===== config.mk =====
export PLATFORM = sky130hd
export DESIGN_NAME = psum_drain_ctrl
export DESIGN_NICKNAME = d
export VERILOG_FILES = /design/src/rtl/psum_drain_ctrl_pkg.sv /design/src/rtl/psum_drain_ctrl_drain_fifo.sv /design/src/rtl/psum_drain_ctrl.sv
export SDC_FILE = /design/constraint.sdc
export NUM_CORES = 1
export LEC_CHECK = 0
export BUFFER_PORTS_ARGS = -buffer_cell sky130_fd_sc_hd__buf_2
export CORE_ASPECT_RATIO = 1.5
export CORE_MARGIN = 4
export CORE_UTILIZATION = 54
export CTS_CLUSTER_SIZE = 24
export DETAILED_ROUTE_END_ITERATION = 8
export PLACE_DENSITY = 0.87
export SYNTH_ARGS = -nofsm -noshare
export SYNTH_HDL_FRONTEND = slang
export SYNTH_HIERARCHICAL = 1
export SYNTH_SLANG_ARGS = --single-unit

===== constraint.sdc =====
create_clock -name clk -period 2.8 [get_ports clk]
set_input_delay 0.14 -clock clk [delete_from_list [all_inputs] [get_ports clk]]
set_output_delay 0.14 -clock clk [all_outputs]
set_load 0.05 [all_outputs]

===== src/rtl/psum_drain_ctrl_pkg.sv =====
`default_nettype none
// ============================================================================
//  Module   : psum_drain_ctrl_pkg
//  Purpose  : Shared configuration for the partial-sum drain block: default
//             operand width, array height, drain FIFO depth, the drain FSM
//             state encoding and a row-index width helper.
//  Revision : 1.0  initial release
// ============================================================================
package psum_drain_ctrl_pkg;

    localparam int DEF_DATASIZE      = 8;
    localparam int DEF_ARRAYHEIGHT   = 4;
    localparam int DRAIN_FIFO_DEPTH  = 2;

    typedef enum logic [1:0] {
        ST_IDLE  = 2'd0,
        ST_DRAIN = 2'd1,
        ST_FLUSH = 2'd2,
        ST_DONE  = 2'd3
    } drain_state_e;

    // Row index width; a single-row array still needs a 1-bit field.
    function automatic int row_width(input int height);
        return (height > 1) ? $clog2(height) : 1;
    endfunction

endpackage
`default_nettype wire


===== src/rtl/psum_drain_ctrl_drain_fifo.sv =====
`default_nettype none
// ============================================================================
//  Module   : psum_drain_ctrl_drain_fifo
//  Purpose  : Small synchronous FIFO with a registered read port. A pushed
//             entry appears on rdata_o / !empty_o the cycle after the push.
//             Simultaneous push and pop are both honoured.
//  Ports    : clk, rst        clock, synchronous active-high reset
//             push_i, wdata_i write request / data (caller respects full_o)
//             pop_i           read request (ignored when empty)
//             rdata_o         head entry
//             full_o, empty_o, count_o  occupancy status
//  Revision : 1.0  initial release
// ============================================================================
module psum_drain_ctrl_drain_fifo #(
    parameter int WIDTH = 18,
    parameter int DEPTH = 2,
    parameter int CNT_W = $clog2(DEPTH + 1)
) (
    input  logic             clk,
    input  logic             rst,
    input  logic             push_i,
    input  logic [WIDTH-1:0] wdata_i,
    input  logic             pop_i,
    output logic [WIDTH-1:0] rdata_o,
    output logic             full_o,
    output logic             empty_o,
    output logic [CNT_W-1:0] count_o
);

    localparam int PTR_W = (DEPTH > 1) ? $clog2(DEPTH) : 1;

    logic [WIDTH-1:0] mem_q [DEPTH];
    logic [PTR_W-1:0] wr_ptr_q;
    logic [PTR_W-1:0] rd_ptr_q;
    logic [CNT_W-1:0] count_q;

    logic push_ok;
    logic pop_ok;

    assign full_o  = (count_q == CNT_W'(DEPTH));
    assign empty_o = (count_q == '0);
    assign count_o = count_q;
    assign push_ok = push_i && !full_o;
    assign pop_ok  = pop_i && !empty_o;
    assign rdata_o = mem_q[rd_ptr_q];

    // Storage is cleared on reset so the head output reads zero when idle.
    always_ff @(posedge clk) begin
        if (rst) begin
            for (int i = 0; i < DEPTH; i++) begin
                mem_q[i] <= '0;
            end
            wr_ptr_q <= '0;
            rd_ptr_q <= '0;
            count_q  <= '0;
        end else begin
            if (push_ok) begin
                mem_q[wr_ptr_q] <= wdata_i;
                wr_ptr_q        <= wr_ptr_q + PTR_W'(1);
            end
            if (pop_ok) begin
                rd_ptr_q <= rd_ptr_q + PTR_W'(1);
            end
            case ({push_ok, pop_ok})
                2'b10:   count_q <= count_q + CNT_W'(1);
                2'b01:   count_q <= count_q - CNT_W'(1);
                default: count_q <= count_q;
            endcase
        end
    end

endmodule
`default_nettype wire


===== src/rtl/psum_drain_ctrl.sv =====
`default_nettype none
// ============================================================================
//  Module   : psum_drain_ctrl
//  Purpose  : Drains ARRAYHEIGHT results from the systolic-array result shift
//             register, tags each with its row index, buffers them in a skid
//             FIFO and presents them on a valid/ready stream. The shift-out
//             enable is gated on FIFO space so downstream stalls never drop
//             a word.
//  Config   : PSUM_RELU_EN - when defined, negative words are replaced by
//             zero on their way into the FIFO; otherwise bit-exact.
//  Ports    : clk, rst            clock, synchronous active-high reset
//             start               begin one drain (only accepted when idle)
//             busy, done          activity flag, one-cycle completion pulse
//             sr_out_en, sr_data  shift-register handshake
//             m_valid, m_ready    output stream handshake
//             m_data, m_row, m_last  output word, its row, last-row flag
//  Revision : 1.0  initial release
// ============================================================================
module psum_drain_ctrl
    import psum_drain_ctrl_pkg::*;
#(
    parameter int DATASIZE    = DEF_DATASIZE,
    parameter int ARRAYHEIGHT = DEF_ARRAYHEIGHT,
    parameter int FIFO_DEPTH  = DRAIN_FIFO_DEPTH,
    parameter int ROW_W       = row_width(ARRAYHEIGHT)
) (
    input  logic                  clk,
    input  logic                  rst,
    input  logic                  start,
    output logic                  busy,
    output logic                  done,
    output logic                  sr_out_en,
    input  logic [2*DATASIZE-1:0] sr_data,
    output logic                  m_valid,
    input  logic                  m_ready,
    output logic [2*DATASIZE-1:0] m_data,
    output logic [ROW_W-1:0]      m_row,
    output logic                  m_last
);

    localparam int                DW       = 2 * DATASIZE;
    localparam int                FW       = DW + ROW_W;
    localparam int                CNT_W    = $clog2(FIFO_DEPTH + 1);
    localparam logic [ROW_W-1:0]  LAST_ROW = ROW_W'(ARRAYHEIGHT - 1);

    drain_state_e     state_q, state_d;
    logic [ROW_W-1:0] row_q, row_d;

    logic [DW-1:0]    push_word;
    logic [FW-1:0]    fifo_rdata;
    logic             fifo_full;
    logic             fifo_empty;
    logic [CNT_W-1:0] fifo_count;
    logic             pop;

`ifdef PSUM_RELU_EN
    assign push_word = sr_data[DW-1] ? '0 : sr_data;
`else
    assign push_word = sr_data;
`endif

    psum_drain_ctrl_drain_fifo #(
        .WIDTH (FW),
        .DEPTH (FIFO_DEPTH),
        .CNT_W (CNT_W)
    ) u_fifo (
        .clk     (clk),
        .rst     (rst),
        .push_i  (sr_out_en),
        .wdata_i ({row_q, push_word}),
        .pop_i   (pop),
        .rdata_o (fifo_rdata),
        .full_o  (fifo_full),
        .empty_o (fifo_empty),
        .count_o (fifo_count)
    );

    assign m_valid           = !fifo_empty;
    assign pop               = m_valid && m_ready;
    assign {m_row, m_data}   = fifo_rdata;
    assign m_last            = m_valid && (m_row == LAST_ROW);
    assign busy              = (state_q != ST_IDLE);
    assign done              = (state_q == ST_DONE);

    always_ff @(posedge clk) begin
        if (rst) begin
            state_q <= ST_IDLE;
            row_q   <= '0;
        end else begin
            state_q <= state_d;
            row_q   <= row_d;
        end
    end

    always_comb begin
        state_d   = state_q;
        row_d     = row_q;
        sr_out_en = 1'b0;
        case (state_q)
            ST_IDLE: begin
                if (start) begin
                    state_d = ST_DRAIN;
                    row_d   = '0;
                end
            end
            ST_DRAIN: begin
                // Only shift when a slot is free now; a same-cycle pop does
                // not earn credit, keeping the enable off the m_ready path.
                if (!fifo_full) begin
                    sr_out_en = 1'b1;
                    row_d     = row_q + ROW_W'(1);
                    if (row_q == LAST_ROW) begin
                        state_d = ST_FLUSH;
                    end
                end
            end
            ST_FLUSH: begin
                // Leave as the FIFO goes empty so done lands the cycle right
                // after the final downstream handshake.
                if (fifo_empty || ((fifo_count == CNT_W'(1)) && pop)) begin
                    state_d = ST_DONE;
                end
            end
            ST_DONE: begin
                state_d = ST_IDLE;
            end
            default: begin
                state_d = ST_IDLE;
            end
        endcase
    end

endmodule
`default_nettype wire


==> Implementation_results.wiki <==
{| class="wikitable"
! Metric !! Value
|-
| Overall power after layout || about 2600 uW
|-
| DR vias/cell || 5.27
|-
| Sequential cell area fraction in the yosys report || between 50% and 60%
|-
| Leak Pwr || 0.00106 uW
|-
| Transition time at the pin with the least slew margin || between 0.4 and 0.5 ns
|-
| Mapped Avg Cell Area || 12.0 um2
|-
| Critical path start-end classification || reg -> reg
|-
| Clk pwr share || between 10% and 20%
|-
| Number of DRC markers after the initial detailed-route iteration || 19
|-
| Type of origin of the critical path || register
|-
| Portion of total power attributed to combinational logic || roughly 45%
|-
| RSZ-0062 raised after global routing || no
|-
| Crit path arrival time || between 2 and 2.5 ns
|-
| Clock Latency Late Sink || ~0.29 ns
|-
| Cells after synthesis || around 180
|-
| Wire length of the first global-routing pass || about 6.5 mm
|-
| Gp weighted congestion || 0.827
|-
| Count of final max-slew check failures || 0
|-
| WL per Instance || 14.6 um
|-
| Hold path cells || 3
|-
| Run status || finished, final reports clean
|-
| R2R Path Start || state_q[1]$_SDFFE_PP0P_
|-
| Clock sink count || between 40 and 50
|-
| Hold/Removal Path Class || in -> reg
|-
| Max cap viols || 0
|-
| Iteration count of the initial detailed-routing pass || 4
|-
| Unique masters post-synth || 33
|-
| Number of DRC violations after detailed routing || 0
|-
| Reg power frac || between 30% and 40%
|-
| Switching power share of the total || a little over two fifths
|-
| Clock transition at path regs || approximately 0.080 ns
|-
| Crit path time final || around 2.5 ns
|-
| Maximum number of pins on one net before global-route repair || 30
|-
| DP HPWL || 2.91 mm
|-
| Share of post-route cells with drive strength above 1 || between 30% and 40%
|-
| Via count of the routed design || 1,444
|-
| R2R Path End || u_fifo/mem_q[0][13]$_SDFFCE_PN0P_
|-
| Gates resized, CTS repair || 0
|-
| Initial Util || 55.8%
|-
| Ant diodes || 0
|-
| Power per unit of standard cell area || 1030 nW/um2
|-
| Hold-fix buffer count after cts || 0
|-
| Crit path required time || around 2.8 ns
|-
| Fraction of synthesized cell area taken by the top area cell type || 49.4%
|-
| Commonest cells after routing, fill and taps aside || sky130_fd_sc_hd__nor2_1, sky130_fd_sc_hd__buf_2, sky130_fd_sc_hd__edfxtp_1
|-
| TritonCTS clock tree || yes
|-
| Part of the cycle the worst path needs || approximately 88%
|-
| Hold worst-path end || u_fifo/mem_q[1][8]$_SDFFCE_PN0P_
|-
| Placement row count || 28
|-
| Crit path max fanout || 20
|-
| Achievable clock frequency || between 0.4 and 0.5 GHz
|-
| Most used DFF post-synth || sky130_fd_sc_hd__edfxtp_1
|-
| Total negative slack || 0 ns
|-
| Number of buffers inserted by port buffering || between 40 and 50
|-
| Largest vdd supply drop || just over 0.0007 V
|-
| Largest area contributor in the synthesized netlist || sky130_fd_sc_hd__edfxtp_1
|-
| Power Internal || about 1500 uW
|-
| Slew HR || between 60% and 70%
|-
| Number of register bits inferred by synthesis || 45
|-
| Die H || ~86 um
|-
| Area of the placeable core || between 3000 and 4000 um2
|-
| Area growth syn-to-layout || 16.6%
|-
| Commonest non-fill, non-tap cell in the layout || sky130_fd_sc_hd__nor2_1
|-
| Post-CTS Setup Repair Bufs || 0
|-
| Number of primary I/O pins || 43
|-
| Wire length after detailed routing || 4.00 mm
|-
| Die X || around 60 um
|-
| Number of setup violations in the final report || 0
|-
| Maximum count of clock buffers along a single path || 2
|-
| Depth of the CTS H-tree || 2
|-
| Hold violation count in the final report || 0
|-
| Net switching power || between 1000 and 1500 uW
|-
| Synthesized netlist net count || 209
|-
| R2R cell count || 7
|-
| Register-to-register setup slack || 0.33 ns
|-
| Number of warnings reported in the yosys synthesis log || 6
|-
| Number of antenna-violating nets in the routed design || 0
|-
| Total routing resource utilization after global routing || approximately 17%
|-
| Largest clock skew in the final design || 0.00586 ns
|-
| Ranking of synthesized cells by area || sky130_fd_sc_hd__edfxtp_1, sky130_fd_sc_hd__mux2_2, sky130_fd_sc_hd__dfxtp_1, sky130_fd_sc_hd__nor2_1, sky130_fd_sc_hd__nand2b_1
|-
| Worst hold path startpoint || sr_data[8]
|-
| Clock root cell || sky130_fd_sc_hd__clkbuf_8
|-
| Worst setup EP type || register
|-
| Area of the mapped netlist || 2190 um2
|-
| Nets@finish || roughly 260
|-
| Total clock buffers created by CTS || 5
|-
| Vias in the first global route || between 1,000 and 1,500
|-
| Remaining Overflow, GRT || 0
|-
| Overall die area || approximately 5200 um2
|-
| Number of enable flip-flop cells after synthesis || 36
|-
| Number of antenna violations at the first check in global routing || 0
|-
| Fraction of synthesis flops using an asynchronous set or reset pin || 0%
|}
[metal layers]
| metal | wire length (um) | track usage, % | vias up |
|---|---|---|---|
| li1 | - | - | 716 |
| met1 | 1550 | 18.1 | 691 |
| met4 | 56 | 6.65 | 0 |
| met2 | 2210 | 31.5 | 31 |
| met3 | 188 | 3.16 | 6 |
| met5 | 0 | 0 | - |
[synthesized netlist by cell type, types with 2 or more instances]
| cell type | n |
|---|---|
| sky130_fd_sc_hd__a21oi_1 | 3 |
| sky130_fd_sc_hd__nor2_1 | 44 |
| sky130_fd_sc_hd__inv_1 | 6 |
| sky130_fd_sc_hd__nand2_1 | 3 |
| sky130_fd_sc_hd__o21ai_0 | 4 |
| sky130_fd_sc_hd__mux2_2 | 18 |
| sky130_fd_sc_hd__nand2b_1 | 20 |
| sky130_fd_sc_hd__nand2b_4 | 2 |
| sky130_fd_sc_hd__clkbuf_1 | 3 |
| sky130_fd_sc_hd__ha_1 | 7 |
| sky130_fd_sc_hd__edfxtp_1 | 36 |
| sky130_fd_sc_hd__nor2b_1 | 4 |
| sky130_fd_sc_hd__buf_6 | 2 |
| sky130_fd_sc_hd__buf_2 | 2 |
| sky130_fd_sc_hd__xnor2_1 | 2 |
| sky130_fd_sc_hd__dfxtp_1 | 9 |
[how the worst max path moves through the flow]
stage                                 start  slack (ns)                                end  depth (start not counted)
floorplan           state_q[1]$_SDFFE_PP0P_        0.04   u_fifo/mem_q[0][0]$_SDFFCE_PN0P_                          7
global placement    state_q[1]$_SDFFE_PP0P_        0.50   u_fifo/mem_q[0][9]$_SDFFCE_PN0P_                          7
detailed placement  state_q[1]$_SDFFE_PP0P_        0.34   u_fifo/mem_q[0][6]$_SDFFCE_PN0P_                          7
CTS                 state_q[1]$_SDFFE_PP0P_        0.32  u_fifo/mem_q[0][13]$_SDFFCE_PN0P_                          7
global route        state_q[1]$_SDFFE_PP0P_        0.22   u_fifo/mem_q[0][3]$_SDFFCE_PN0P_                          7
finish              state_q[1]$_SDFFE_PP0P_        0.33  u_fifo/mem_q[0][13]$_SDFFCE_PN0P_                          7
[flip-flops by register name (all words and copies together), names as in the netlist, named ones only]
signal	count
u_fifo/rd_ptr_q	1
u_fifo/wr_ptr_q	1
u_fifo/mem_q	36
u_fifo/count_o	2
row_q	2
state_q	2
[final cells by class]
| type | count | area (um2) |
|---|---|---|
| well taps | 45 | 56.3 |
| clock buffers | 6 | 72.6 |
| fillers | 306 | 1370 |
| clock inverters | 2 | 35.0 |
| repair buffers | 46 | 240 |
| inverters | 7 | 26.3 |
| flip-flops and latches | 45 | 1260 |
| multi-input cells | 123 | 861 |
[stage by stage]
| stage | util [%] | hold WS (ns) | setup slack, ns | cell area (um2) | cells |
|---|---|---|---|---|---|
| final | 65.1 | 0.181 | 0.332 | 2550 | 274 |
| after global routing | 65.1 | 0.178 | 0.222 | 2550 | 274 |
| after CTS | 65.1 | 0.168 | 0.324 | 2550 | 274 |
| after detailed placement | 62.3 | 0.474 | 0.337 | 2440 | 266 |
| after global placement | 62.3 | 0.476 | 0.501 | 2440 | 266 |
| after floorplan | - | 0.205 | 0.0413 | 2190 | 182 |
[power by group through the flow]
stage / clock network, uW / logic [uW] / registers, uW
4_1_cts: 474 / 1190 / 987
3_3_place_gp: 0 / 1160 / 994
3_5_place_dp: 0 / 1180 / 1000
2_1_floorplan: 0 / 984 / 977
6_report: 458 / 1180 / 985
5_1_grt: 505 / 1260 / 1000
[critical path, cell delays in order (launching register included)]
cell and delay (ns):
sky130_fd_sc_hd__dfxtp_1 0.34, sky130_fd_sc_hd__inv_1 0.11, sky130_fd_sc_hd__ha_1 0.34, sky130_fd_sc_hd__nor2b_2 0.31, sky130_fd_sc_hd__inv_1 0.09, sky130_fd_sc_hd__or3_4 0.49, sky130_fd_sc_hd__nand2b_1 0.20, sky130_fd_sc_hd__buf_4 0.27
[kinds of logic after synthesis]
kind of cell | after synthesis | share of synthesized area (%)
compound gates | 14 | 5.14
fa+ha+maj | 7 | 4.00
flops | 45 | 57.6
buf+inv | 14 | 3.20
simple gates | 80 | 19.1
xor+xnor | 3 | 1.20
mux | 19 | 9.71
(Power assumes the default switching activity.)
